### src/rtl/multi_square_wave_gen_if.sv
// Config/status bundle for multi_square_wave_gen: the config master drives the
// write strobe, channel, divider, enable and sync, and receives the per-channel wave outputs.
interface multi_square_wave_gen_if #(
   parameter int NUM_CH = 4,
   parameter int CNT_W  = 16,
   parameter int CH_W   = (NUM_CH > 1) ? $clog2(NUM_CH) : 1
);
   logic              cfg_wr;
   logic [CH_W-1:0]   cfg_ch;
   logic [CNT_W-1:0]  cfg_div;
   logic              cfg_en;
   logic              sync;
   logic [NUM_CH-1:0] square_wave;
   logic [NUM_CH-1:0] rise;
   logic [NUM_CH-1:0] upd_pend;

   modport master (
      output cfg_wr, cfg_ch, cfg_div, cfg_en, sync,
      input  square_wave, rise, upd_pend
   );

   modport slave (
      input  cfg_wr, cfg_ch, cfg_div, cfg_en, sync,
      output square_wave, rise, upd_pend
   );
endinterface

### src/rtl/multi_square_wave_gen.sv
// NUM_CH independent 50%-duty square waves with runtime half-period and enable.
// Divider changes are staged and take effect only at a half-period boundary.
module multi_square_wave_gen #(
   parameter int NUM_CH      = 4,
   parameter int CNT_W       = 16,
   parameter int DEFAULT_DIV = 5
) (
   input  logic                  clk,
   input  logic                  rst_n,
   multi_square_wave_gen_if.slave bus
);
   localparam int               CH_W    = (NUM_CH > 1) ? $clog2(NUM_CH) : 1;
   localparam logic [CNT_W-1:0] DIV_RST = CNT_W'(DEFAULT_DIV);

   logic [NUM_CH-1:0] en_p0;
   logic [NUM_CH-1:0] wave_p0;
   logic [NUM_CH-1:0] rise_p0;
   logic [NUM_CH-1:0] pend_p0;
   logic [CNT_W-1:0]  cnt_p0    [NUM_CH];
   logic [CNT_W-1:0]  active_p0 [NUM_CH];
   logic [CNT_W-1:0]  staged_p0 [NUM_CH];
   logic [NUM_CH-1:0] hit;
   logic [NUM_CH-1:0] term;

   // A zero divider behaves as one so the terminal compare never wraps.
   function automatic logic [CNT_W-1:0] neff(input logic [CNT_W-1:0] d);
      return (d == '0) ? CNT_W'(1) : d;
   endfunction

   always_comb begin
      hit  = '0;
      term = '0;
      for (int i = 0; i < NUM_CH; i++) begin
         hit[i]  = bus.cfg_wr && (bus.cfg_ch == CH_W'(i));
         term[i] = (cnt_p0[i] == (neff(active_p0[i]) - CNT_W'(1)));
      end
   end

   // ---- state stage: priority reset > disable > sync > enable > terminal > count
   always_ff @(posedge clk) begin
      for (int i = 0; i < NUM_CH; i++) begin
         if (!rst_n) begin
            en_p0[i]     <= 1'b0;
            cnt_p0[i]    <= '0;
            wave_p0[i]   <= 1'b0;
            rise_p0[i]   <= 1'b0;
            pend_p0[i]   <= 1'b0;
            active_p0[i] <= DIV_RST;
            staged_p0[i] <= DIV_RST;
         end else if (hit[i] && !bus.cfg_en) begin
            en_p0[i]     <= 1'b0;
            cnt_p0[i]    <= '0;
            wave_p0[i]   <= 1'b0;
            rise_p0[i]   <= 1'b0;
            pend_p0[i]   <= 1'b0;
            active_p0[i] <= bus.cfg_div;
            staged_p0[i] <= bus.cfg_div;
         end else if (bus.sync && en_p0[i]) begin
            cnt_p0[i]    <= '0;
            wave_p0[i]   <= 1'b0;
            rise_p0[i]   <= 1'b0;
            pend_p0[i]   <= 1'b0;
            active_p0[i] <= hit[i] ? bus.cfg_div : staged_p0[i];
            staged_p0[i] <= hit[i] ? bus.cfg_div : staged_p0[i];
         end else if (hit[i] && !en_p0[i]) begin
            en_p0[i]     <= 1'b1;
            cnt_p0[i]    <= '0;
            wave_p0[i]   <= 1'b0;
            rise_p0[i]   <= 1'b0;
            pend_p0[i]   <= 1'b0;
            active_p0[i] <= bus.cfg_div;
            staged_p0[i] <= bus.cfg_div;
         end else if (en_p0[i]) begin
            if (term[i]) begin
               // A write landing on the boundary bypasses staging and applies at once.
               cnt_p0[i]    <= '0;
               wave_p0[i]   <= ~wave_p0[i];
               rise_p0[i]   <= ~wave_p0[i];
               pend_p0[i]   <= 1'b0;
               active_p0[i] <= hit[i] ? bus.cfg_div : staged_p0[i];
            end else begin
               cnt_p0[i]  <= cnt_p0[i] + CNT_W'(1);
               rise_p0[i] <= 1'b0;
               if (hit[i]) pend_p0[i] <= 1'b1;
            end
            if (hit[i]) staged_p0[i] <= bus.cfg_div;
         end else begin
            cnt_p0[i]  <= '0;
            wave_p0[i] <= 1'b0;
            rise_p0[i] <= 1'b0;
         end
      end
   end

   assign bus.square_wave = wave_p0;
   assign bus.rise        = rise_p0;
   assign bus.upd_pend    = pend_p0;
endmodule
### src/flat_wrapper.sv
// flat-port wrapper written by rule: the top's interface ports become plain ports
module multi_square_wave_gen_flat 
#(
   parameter int NUM_CH      = 4,
   parameter int CNT_W       = 16,
   parameter int DEFAULT_DIV = 5
)
  (clk, rst_n, bus_cfg_wr, bus_cfg_ch, bus_cfg_div, bus_cfg_en, bus_sync, bus_square_wave, bus_rise, bus_upd_pend);
  multi_square_wave_gen_if #(.NUM_CH(NUM_CH), .CNT_W(CNT_W)) bus_i ();
  input  logic clk;
  input  logic rst_n;
  input wire logic [$bits(bus_i.cfg_wr)-1:0] bus_cfg_wr;
  input wire logic [$bits(bus_i.cfg_ch)-1:0] bus_cfg_ch;
  input wire logic [$bits(bus_i.cfg_div)-1:0] bus_cfg_div;
  input wire logic [$bits(bus_i.cfg_en)-1:0] bus_cfg_en;
  input wire logic [$bits(bus_i.sync)-1:0] bus_sync;
  output wire logic [$bits(bus_i.square_wave)-1:0] bus_square_wave;
  output wire logic [$bits(bus_i.rise)-1:0] bus_rise;
  output wire logic [$bits(bus_i.upd_pend)-1:0] bus_upd_pend;
  assign bus_i.cfg_wr = bus_cfg_wr;
  assign bus_i.cfg_ch = bus_cfg_ch;
  assign bus_i.cfg_div = bus_cfg_div;
  assign bus_i.cfg_en = bus_cfg_en;
  assign bus_i.sync = bus_sync;
  assign bus_square_wave = bus_i.square_wave;
  assign bus_rise = bus_i.rise;
  assign bus_upd_pend = bus_i.upd_pend;
  multi_square_wave_gen #(.NUM_CH(NUM_CH), .CNT_W(CNT_W), .DEFAULT_DIV(DEFAULT_DIV)) u_core (.clk(clk), .rst_n(rst_n), .bus(bus_i));
endmodule
### config.mk
export PLATFORM = sky130hd
export DESIGN_NAME = multi_square_wave_gen_flat
export DESIGN_NICKNAME = d
export VERILOG_FILES = /design/src/rtl/multi_square_wave_gen_if.sv /design/src/rtl/multi_square_wave_gen.sv /design/src/flat_wrapper.sv
export SDC_FILE = /design/constraint.sdc
export NUM_CORES = 1
export LEC_CHECK = 0
export ABC_CLOCK_PERIOD_IN_PS = 8740
export CORE_MARGIN = 10
export CORE_UTILIZATION = 35
export CTS_CLUSTER_SIZE = 40
export DETAILED_ROUTE_END_ITERATION = 6
export GPL_TIMING_DRIVEN = 0
export PLACE_DENSITY = 0.56
export SYNTH_ARGS = -nofsm -noshare
export SYNTH_HDL_FRONTEND = slang
export SYNTH_SLANG_ARGS = --single-unit
### constraint.sdc
create_clock -name clk -period 8.74 [get_ports clk]
set_input_delay 1.748 -clock clk [delete_from_list [all_inputs] [get_ports clk]]
set_output_delay 1.748 -clock clk [all_outputs]
set_load 0.02 [all_outputs]
* After elaboration in Yosys (flattened, before gate mapping) *
Memories as Yosys holds them, arrays and structs flattened.
Index checks and enable logic that the tools add are counted.
W data, S select, Z words.

word-level totals
  input bits = 23
  memories kept = 3
  output and inout bits = 12
  word-level logic and storage cells = 390
  register bits = 16
  memory bits (writable) = 192

cells by class
  add/subtract/negate cells = 8
  mux-type cells = 229
  bitwise operators = 73
  reduce and logical (&&, ||, !) cells = 54
  equal/unequal tests = 7

memory list
  memory            depth  bits a word  read ports  clocked after Yosys merged registers in  wr ports  RTL line                     text
  u_core.active_p0  4      16           4           0                                        4         multi_square_wave_gen.sv:20  logic [CNT_W-1:0] active_p0 [NUM_CH];
  u_core.cnt_p0     4      16           4           0                                        4         multi_square_wave_gen.sv:19  logic [CNT_W-1:0] cnt_p0 [NUM_CH];
  u_core.staged_p0  4      16           4           0                                        4         multi_square_wave_gen.sv:21  logic [CNT_W-1:0] staged_p0 [NUM_CH];

operators with widths
  cell                     count
  $mux W16                 64
  $mux W1                  165
  $add A16 B1 Y16 const B  4
  $eq A16 B16 Y1           4
  $logic_not A16 Y1        4
  $sub A16 B1 Y16 const B  4
  $or A1 B1 Y1             56
  $reduce_or A6 Y1         4
  $reduce_or A5 Y1         4
  $not A1 Y1               17
  $logic_and A1 B1 Y1      16
  $reduce_and A2 Y1        8
  $reduce_or A4 Y1         4
  $reduce_bool A2 Y1       4
  $reduce_or A2 Y1         4
  $logic_not A1 Y1         5
  $eq A2 B2 Y1 const B     2
  $eq A2 B1 Y1 const B     1
  $logic_not A2 Y1         1

* Depth between registers and ports, before layout *
Gate-level depths: netlist (run 1).

  word-level depth = 14
  gate-level depth with buffers = 17
  mapped depth without buffers = 12

* Least setup slack after synthesis (run 1) *
Ideal clock, no wire load.

  path type = register -> register
  start = mem u_core.active_p0[1][5], in the netlist u_core.active_p0[0][21]
  end = mem u_core.active_p0[1][0], in the netlist u_core.active_p0[0][16] (enable)
  stages on the path, launching flop included = 13
  period minus slack after synthesis = 3.919 ns
  setup slack = 4.821 ns
  data arrival time = 3.544 ns
  cells stage by stage = edfxtp_1 -> or4_1 -> nor3_1 -> a31oi_1 -> ha_1 -> nor3b_1 -> and4b_1 -> mux2_2 -> mux2i_1 -> a21oi_1 -> nor4b_2 -> o21ai_0 -> nand3_1

RTL lines
  what                RTL line
  start: declaration  multi_square_wave_gen.sv:20

==> metrics.txt, run 1 <==
status=finished clean; top cell type's share of synthesized area=0.489; die height=~200 um; # IOs=35; clock tree from TritonCTS=built; maxcap violations=0; dominant synthesized flop cell=edfxtp_1; Final Slew Violations=0; Clock Skew=roughly 0.0085 ns; RSZ-0062 raised after global routing=no; P_leak=0.00465 uW; multi-input logic area=5550 um^2; hold path endpoint=u_core.bus.rise[1]; Yosys reg bits=208; Worst Tran Pin Value=1.01 ns; layout cells sized above 1=0.0555; # Post-CTS Setup Buffers=0; Die Area=41400 um^2; antenna fix cells=0; first-pass GRT wire length=46.8 mm; Max Clk Rate=~200 MHz; CTS resizes=0; GPL Wtd Cong=about 0.82; Yosys cell types=76; H-Tree Depth=1; NumNets Final=1237; Die Wd=a little over 200 um; total congestion overflow=0; pin count of the biggest net entering global routing=17; Filler Cells Inserted=3304; CP Launch Type=flop; FF-to-FF End=u_core.active_p0[0][27]; post-DR wirelength/cell=about 17 um; IO buf count=20; WL final=between 20 and 30 mm; Max IR drop VDD=around 0.14 mV; period utilization=0.559; Placed Cells=between 1500 and 2000; cell taking the most area after synthesis=edfxtp_1; clock-pin slew on the worst setup and hold paths=roughly 0.060 ns; commonest cells in the synthesized netlist=edfxtp_1, nor2_1, a22o_1; routed vias/inst=5.31; register area=~6100 um^2; crit path kind=reg -> reg; final hold slack=about 0.48 ns; CTS Sinks=around 210; final setup vio count=0; Post-CTS Hold Buffers=0; Clock Path Buffers=3; vias in the first global route=slightly below 9000; cell count after synthesis=1095; Slew HR=0.319; total power=roughly 2500 uW; global-route usage over all layers=0.138; Yosys warnings=0; Synth Area per Inst=10.8 um^2; post-route insts no fill=approximately 1700; Hold Startpoint=u_core.bus.square_wave[1]; Area Growth Syn to Fin=15.8%; drc violations=0; Root Buffer=clkbuf_16; Hold Fails Final Rpt=0; cts bufs inserted=26; crit path DAT=5.05 ns; via count=a little under 9000; DRT Pass-1 Iters=6; HPWL after DPL=between 20 and 25 mm; crit path max fanout=16; cell with the most instances after synthesis=edfxtp_1; Period minus WS final=4.89 ns; initial core utilization=0.353; num rows=67; ranking of synthesized cells by area=edfxtp_1, a22o_1, xnor2_1; worst-case reg-to-reg path depth=13; Post-synth EDFFs=roughly 190; Worst Hold Class=reg -> reg; WHS Path Cells=1; ys async rst share=0; synthesized area=~12000 um^2; R2R setup slack=3.85 ns; Setup crit end kind=flop; DR iter-0 viols=654; Worst R2R Start=u_core.active_p0[0][25]; Final ANT Viol Nets=0; CORE AREA=about 33000 um^2; CP Data Required Time=just under 9 ns; Clock Latency Late Sink=~0.53 ns; power per cell area=181 nW/um^2; post-synthesis sequential area ratio=0.517; Setup TNS Final=0 ns; initial antenna violation count=1
==> final cells by class <==
class                      count  area share
sequential                   208       0.446
multi-input combinational    858       0.407
clock buffer                  27      0.0495
tap                          448      0.0411
buffer                        66      0.0205
timing repair buffer          20      0.0147
clock inverter                20      0.0139
inverter                      26     0.00715
==> critical path, cell delays in order (launching register included) <==
cell and delay, ns:
edfxtp_1 0.47, or4_1 0.15, clkbuf_1 0.22, nor3_1 0.11, a31oi_1 0.30, ha_1 0.25, nor3b_1 0.55, and4b_1 0.36
mux2_2 0.36, mux2i_1 0.13, a21oi_1 0.15, nor4b_2 0.62, o21ai_0 0.19, nand3_1 0.64
==> metrics by stage <==
step | instance area [um^2] | utilization | setup WS (ns)
5_1_grt | 13600 | 0.409 | 3.48
4_1_cts | 13600 | 0.409 | 3.87
3_5_place_dp | 12800 | 0.383 | 3.80
6_report | 13600 | 0.409 | 3.85
2_1_floorplan | 12000 | - | 4.82
3_3_place_gp | 12800 | 0.383 | 3.85
==> placed cells by master, fill, tap and decap left out, types with 6 or more instances in the layout <==
master / netlist / routed
clkdlybuf4s50_1: 0 / 20
nand3_1: 46 / 46
nor4_1: 20 / 20
a21oi_1: 30 / 30
a211oi_1: 11 / 11
inv_1: 25 / 25
a22oi_1: 8 / 8
or4_1: 16 / 16
and2_1: 6 / 6
nor3_1: 36 / 36
nor2_1: 117 / 117
clkinv_1: 1 / 12
o21ai_0: 27 / 27
clkbuf_16: 0 / 27
and3_1: 25 / 25
a31oi_1: 9 / 9
nand2b_1: 7 / 7
nand2_1: 60 / 60
conb_1: 1 / 64
clkbuf_1: 36 / 36
or2_2: 6 / 6
a22o_1: 97 / 97
edfxtp_1: 192 / 192
ha_1: 8 / 8
o21a_1: 7 / 7
xor2_1: 54 / 54
buf_2: 10 / 10
buf_1: 15 / 15
xnor2_1: 65 / 65
nand4_1: 20 / 20
dfxtp_1: 16 / 16
mux2i_1: 19 / 19
or3_1: 10 / 10
nor3b_1: 10 / 10
==> logic make-up after synthesis <==
group / share of synthesized area
compound gates: 0.158
other cells: 0.000318
buf+inv: 0.0321
simple gates: 0.177
fa+ha+maj: 0.00850
mux: 0.0171
flops: 0.517
xor+xnor: 0.0904
==> metal layers <==
| layer | vias up | part of all wire | global-route usage | wire [um] |
|---|---|---|---|---|
| li1 | 4349 | - | - | - |
| met1 | 4294 | 0.46 | 0.183 | 13300 |
| met2 | 181 | 0.46 | 0.225 | 13200 |
| met3 | 51 | 0.050 | 0.0238 | 1420 |
| met4 | 2 | 0.026 | 0.0416 | 731 |
| met5 | - | 0.00035 | 0 | 10 |
==> flip-flops by register name, summed over array words and instances (netlist names) <==
register / flops
u_core.active_p0: 64
u_core.cnt_p0: 64
u_core.staged_p0: 64
u_core.bus.rise: 4
u_core.bus.square_wave: 4
u_core.bus.upd_pend: 4
u_core.en_p0: 4
==> power breakdown <==
group | leakage [uW] | switching, uW | internal, uW
Combinational | 0.00214 | 118 | 69.0
Sequential | 0.00208 | 46.3 | 1140
Clock | 0.000427 | 422 | 672
Total | 0.00465 | 587 | 1880
==> how the worst max path moves through the flow <==
stage | endpoint | slack [ns] | start | cells past startpoint
floorplan | u_core.active_p0[0][16] | 4.82 | u_core.active_p0[0][21] | 12
global placement | u_core.active_p0[0][14] | 3.85 | bus_cfg_wr | 5
detailed placement | u_core.active_p0[0][13] | 3.80 | bus_cfg_wr | 5
CTS | u_core.active_p0[0][28] | 3.87 | u_core.active_p0[0][25] | 13
global route | u_core.active_p0[0][19] | 3.48 | u_core.active_p0[0][25] | 13
finish | u_core.active_p0[0][27] | 3.85 | u_core.active_p0[0][25] | 13
Power figures use the tool's default switching activity.
==> run 2, diff against run 1 <==
--- a/config.mk
+++ b/config.mk
@@ -5,13 +5,13 @@
 export SDC_FILE = /design/constraint.sdc
 export NUM_CORES = 1
 export LEC_CHECK = 0
-export ABC_CLOCK_PERIOD_IN_PS = 8740
+export ABC_CLOCK_PERIOD_IN_PS = 4250
 export CORE_MARGIN = 10
 export CORE_UTILIZATION = 35
 export CTS_CLUSTER_SIZE = 40
 export DETAILED_ROUTE_END_ITERATION = 6
 export GPL_TIMING_DRIVEN = 0
-export PLACE_DENSITY = 0.56
+export PLACE_DENSITY = 0.58
 export SYNTH_ARGS = -nofsm -noshare
 export SYNTH_HDL_FRONTEND = slang
 export SYNTH_SLANG_ARGS = --single-unit
==> constraint.sdc (replaced) <==
create_clock -name clk -period 4.25 [get_ports clk]
set_input_delay 0.85 -clock clk [delete_from_list [all_inputs] [get_ports clk]]
set_output_delay 0.85 -clock clk [all_outputs]
set_load 0.02 [all_outputs]
==> metrics.txt, run 2 (same netlist as run 1, synthesis figures left out) <==
Int Pwr=just over 4000 uW; DR iter-0 viols=between 700 and 800; Die Area=approximately 41000 um^2; clock-pin slew on the worst setup and hold paths=around 0.06 ns; maxcap violations=0; first-pass GRT wire length=46.5 mm; # IOs=35; Switch Pwr=1230 uW; vias in the first global route=a little under 9000; initial core utilization=0.353; crit path kind=reg -> reg; total congestion overflow=0; Worst Tran Pin Value=0.836 ns; Seq pwr share=0.464; CP endpoint=u_core.active_p0[1][15]; num rows=67; status=finished clean; cts bufs inserted=26; post-DR wirelength/cell=~17 um; Final Slew Violations=0; Finished Cell Area=14100 um^2; R2R setup slack=0.18 ns; layout cells sized above 1=0.104; Root Buffer=clkbuf_16; Post-CTS Hold Buffers=0; DP Worst Slack=-0.526 ns; WL final=around 29 mm; CP Data Required Time=roughly 4.6 ns; clock tree from TritonCTS=built; worst setup path start=u_core.active_p0[1][0]; crit path DAT=between 4 and 5 ns; CP Launch Type=flop; Max IR drop VDD=approximately 0.27 mV; initial antenna violation count=2; power per cell area=around 370 nW/um^2; Die Wd=203 um; HPWL after DPL=20.5 mm; via count=approximately 9000; Worst R2R Start=u_core.active_p0[1][0]; DRT Pass-1 Iters=5; Period minus WS final=between 4 and 5 ns; NumNets Final=between 1000 and 1500; Setup TNS Final=0 ns; Slew HR=0.438; Max Clk Rate=approximately 250 MHz; setup ws final=0.176 ns; worst-case reg-to-reg path depth=12; Clock Skew=around 0.008 ns; Finished Core Util=0.423; Final ANT Viol Nets=0; crit path max fanout=7; H-Tree Depth=1; most frequent cells in the layout=edfxtp_1, nor2_1, a22o_1; Comb power frac=0.078; IO buf count=20; Area Growth Syn to Fin=19.9%; P_leak=0.00485 uW; CTS Sinks=208; commonest non-fill, non-tap cell in the layout=edfxtp_1; Clock Path Buffers=3; Area after DPL=12800 um^2; GPL Wtd Cong=approximately 0.85; drc violations=0; routed vias/inst=5.30; Clock Latency Late Sink=0.53 ns; pin count of the biggest net entering global routing=17; sw frac=0.233; die height=roughly 200 um; period utilization=0.959; Clock Power Share=0.457; CORE AREA=33400 um^2; Hold Fails Final Rpt=0; FF-to-FF End=u_core.active_p0[1][15]; Filler Cells Inserted=3299; Regs by FF count=u_core.active_p0 (64), u_core.cnt_p0 (64), u_core.staged_p0 (64); Setup crit end kind=flop; Worst Hold Class=reg -> reg; final setup vio count=0; global-route usage over all layers=0.136
==> run 2: power by group through the flow <==
stage | Combinational, uW | Clock (uW) | Sequential (uW)
4_1_cts | 389 | 2470 | 2440
3_3_place_gp | 377 | 0 | 2480
5_1_grt | 460 | 2540 | 2460
6_report | 413 | 2410 | 2450
2_1_floorplan | 286 | 0 | 2450
3_5_place_dp | 382 | 0 | 2480
==> run 2: worst min path at each step <==
| stage | start | cells after the start | to |
|---|---|---|---|
| floorplan | u_core.en_p0[1] | 2 | u_core.en_p0[1] |
| global placement | u_core.bus.square_wave[3] | 1 | u_core.bus.rise[3] |
| detailed placement | u_core.bus.square_wave[3] | 1 | u_core.bus.rise[3] |
| CTS | u_core.bus.square_wave[3] | 1 | u_core.bus.rise[3] |
| global route | u_core.bus.square_wave[3] | 1 | u_core.bus.rise[3] |
| finish | u_core.bus.square_wave[3] | 1 | u_core.bus.rise[3] |
==> run 2: layout make-up <==
class	instances	area [um^2]	area share
Clock buffer	31	701	0.0496
Tap cell	448	561	0.0397
Clock inverter	17	243	0.0172
Multi-Input combinational cell	858	5780	0.409
Antenna cell	1	2.50	0.000177
Inverter	26	97.6	0.00691
Buffer	59	263	0.0186
Timing Repair Buffer	45	388	0.0275
Sequential cell	208	6090	0.431
==> run 2: critical path: stages, from the launching register on <==
cell and delay, ns:
edfxtp_1 0.49, or4_1 0.65, nor2_4 0.19, a21oi_1 0.08
ha_1 0.24, or3b_2 0.25, o41ai_2 0.07, o22ai_1 0.19
a21oi_2 0.15, or4_1 0.53, or4_1 0.66, a2bb2oi_1 0.19
o2bb2ai_1 0.20
==> run 2: through the flow <==
step | std cells | total power, uW | hold slack [ns]
global placement | 1626 | 2850 | 0.468
detailed placement | 1626 | 2860 | 0.470
CTS | 1676 | 5300 | 0.481
finish | 1693 | 5270 | 0.476
floorplan | 1158 | 2730 | 0.496
global route | 1692 | 5460 | 0.500
==> run 2: repair_timing <==
item / in CTS / in global routing
setup endpoints to repair: 138 / 167
gates resized for setup: 20 / 26
pin swaps: 2 / 7
buffers inserted: 3 / 22
==> run 2: routing by layer <==
layer	global-route usage	routed length [um]
met2	0.227	13600
met4	0.0349	538
met1	0.180	13200
met3	0.0225	1400
met5	0	12
==> run 3, diff against run 2 <==
--- a/config.mk
+++ b/config.mk
@@ -11,7 +11,6 @@
 export CTS_CLUSTER_SIZE = 40
 export DETAILED_ROUTE_END_ITERATION = 6
 export GPL_TIMING_DRIVEN = 0
-export PLACE_DENSITY = 0.58
 export SYNTH_ARGS = -nofsm -noshare
 export SYNTH_HDL_FRONTEND = slang
 export SYNTH_SLANG_ARGS = --single-unit
==> metrics.txt, run 3 (same netlist as run 1, synthesis figures left out) <==
status=finished clean; CP max-delay cell=or3b_2; Clock Latency Late Sink=between 0.5 and 0.6 ns; clock tree from TritonCTS=built; Slew HR=0.433; Clock Power Share=0.407; Critical path buffers and inverters=2; Hold Fails Final Rpt=0; met2 usage=0.225; total congestion overflow=0; Clock Skew=roughly 0.021 ns; sw frac=0.246; Comb power frac=0.085; initial core utilization=0.353; NumNets Final=about 1300; Seq pwr share=0.508; power per cell area=between 300 and 400 nW/um^2; Final ANT Viol Nets=0; Max IR drop VDD=0.265 mV; first-pass GRT wire length=around 46 mm; num rows=67; Int Pwr=3630 uW; CP cell instances=nor2_1, and3_1, a21oi_1, ha_1, or3b_2, o41a_1, a21oi_1, nand4_1, or4_1, nor2_2, or2_2, clkbuf_2, clkbuf_4, nor2_1; post-route insts no fill=approximately 1700; Switch Pwr=approximately 1200 uW; grt peak-use layer=met2; commonest non-fill, non-tap cell in the layout=edfxtp_1; CTS Sinks=208; Max Clk Rate=~240 MHz; maxcap violations=0; H-Tree Depth=1; drc violations=0; GR Util met1=0.175; routed vias/inst=about 5.3; Clock Path Buffers=3; period utilization=0.963; CP max stage delay=0.53 ns; die height=~200 um; post-DR wirelength/cell=~17 um; cts bufs inserted=25; crit path max fanout=10; CP Launch Type=flop; Die Area=slightly above 40000 um^2; CP Data Required Time=4.52 ns; CORE AREA=between 30000 and 40000 um^2; clock-pin slew on the worst setup and hold paths=0.06 ns; global-route usage over all layers=0.135; RSZ-0062 raised after global routing=yes; Regs by FF count=u_core.active_p0 (64), u_core.cnt_p0 (64), u_core.staged_p0 (64); initial antenna violation count=3; GPL Wtd Cong=approximately 0.90; P_leak=0.00475 uW; final hold slack=between 0.4 and 0.5 ns; R2R setup slack=0.16 ns; Setup TNS Final=0 ns; Final Slew Violations=0; pin count of the biggest net entering global routing=17; crit path DAT=~4.4 ns; final setup vio count=0; IO buf count=20; met3 Use GR=0.0244; crit path kind=reg -> reg; Placed Cells=around 1600; Area Growth Syn to Fin=18.1%; most frequent cells in the layout=edfxtp_1, nor2_1, a22o_1; # IOs=35; via count=around 9000; Worst Hold Class=reg -> reg; DR iter-0 viols=about 600; layout cells sized above 1=0.0938; Die Wd=just over 200 um; Post-CTS Hold Buffers=0; Worst Tran Pin Value=~0.85 ns; Finished Core Util=0.417; HPWL after DPL=roughly 21 mm; vias in the first global route=between 8000 and 9000; Period minus WS final=about 4.1 ns; DRT Pass-1 Iters=5; Root Buffer=clkbuf_16; Worst path top cell family by delay=simple AND/OR/NAND/NOR gates; Setup crit end kind=flop; WL final=between 20 and 30 mm
-- run 3: path summary, 6_finish.rpt --
path                                                 from              endpoint  cells past startpoint
worst max register to register     u_core.active_p0[1][8]  u_core.cnt_p0[1][14]                     14
worst min register to register  u_core.bus.square_wave[1]    u_core.bus.rise[1]                      1
worst max-delay path               u_core.active_p0[1][8]  u_core.cnt_p0[1][14]                     14
worst min-delay path            u_core.bus.square_wave[1]    u_core.bus.rise[1]                      1
-- run 3: repair_timing --
action | CTS | global route
pin swaps | 3 | 6
resized for setup | 23 | 22
hold endpoints to repair | 0 | 0
setup buffers | 2 | 21
endpoints found under the setup margin | 155 | 156
-- run 3: power groups by stage --
stage	clock [uW]	combinational, uW	sequential, uW
after global placement	0	376	2480
after floorplan	0	286	2450
after CTS	2020	387	2440
after global routing	2090	453	2460
after detailed placement	0	379	2480
final	1960	409	2450
-- run 3: cell type report --
class,instances,area [um^2]
fill,3305,19500
sequential,208,6090
multi-input combinational,858,5780
clock buffer,29,641
tap,448,561
timing repair buffer,43,373
buffer,60,269
clock inverter,13,97.6
inverter,26,97.6
antenna,2,5.00
-- run 3: per-layer routing --
| metal | share of wire | wire length [um] |
|---|---|---|
| met1 | 0.45 | 13000 |
| met5 | 0.00028 | 8 |
| met2 | 0.47 | 13600 |
| met4 | 0.020 | 586 |
| met3 | 0.056 | 1610 |
-- run 3: stage by stage --
step / power [uW] / worst slack, ns / area, um^2
finish: 4820 / 0.158 / 13900
global route: 5000 / -0.0779 / 13900
CTS: 4850 / 0.000882 / 13600
detailed placement: 2860 / -0.537 / 12800
global placement: 2850 / -0.474 / 12800
floorplan: 2730 / 0.331 / 12000
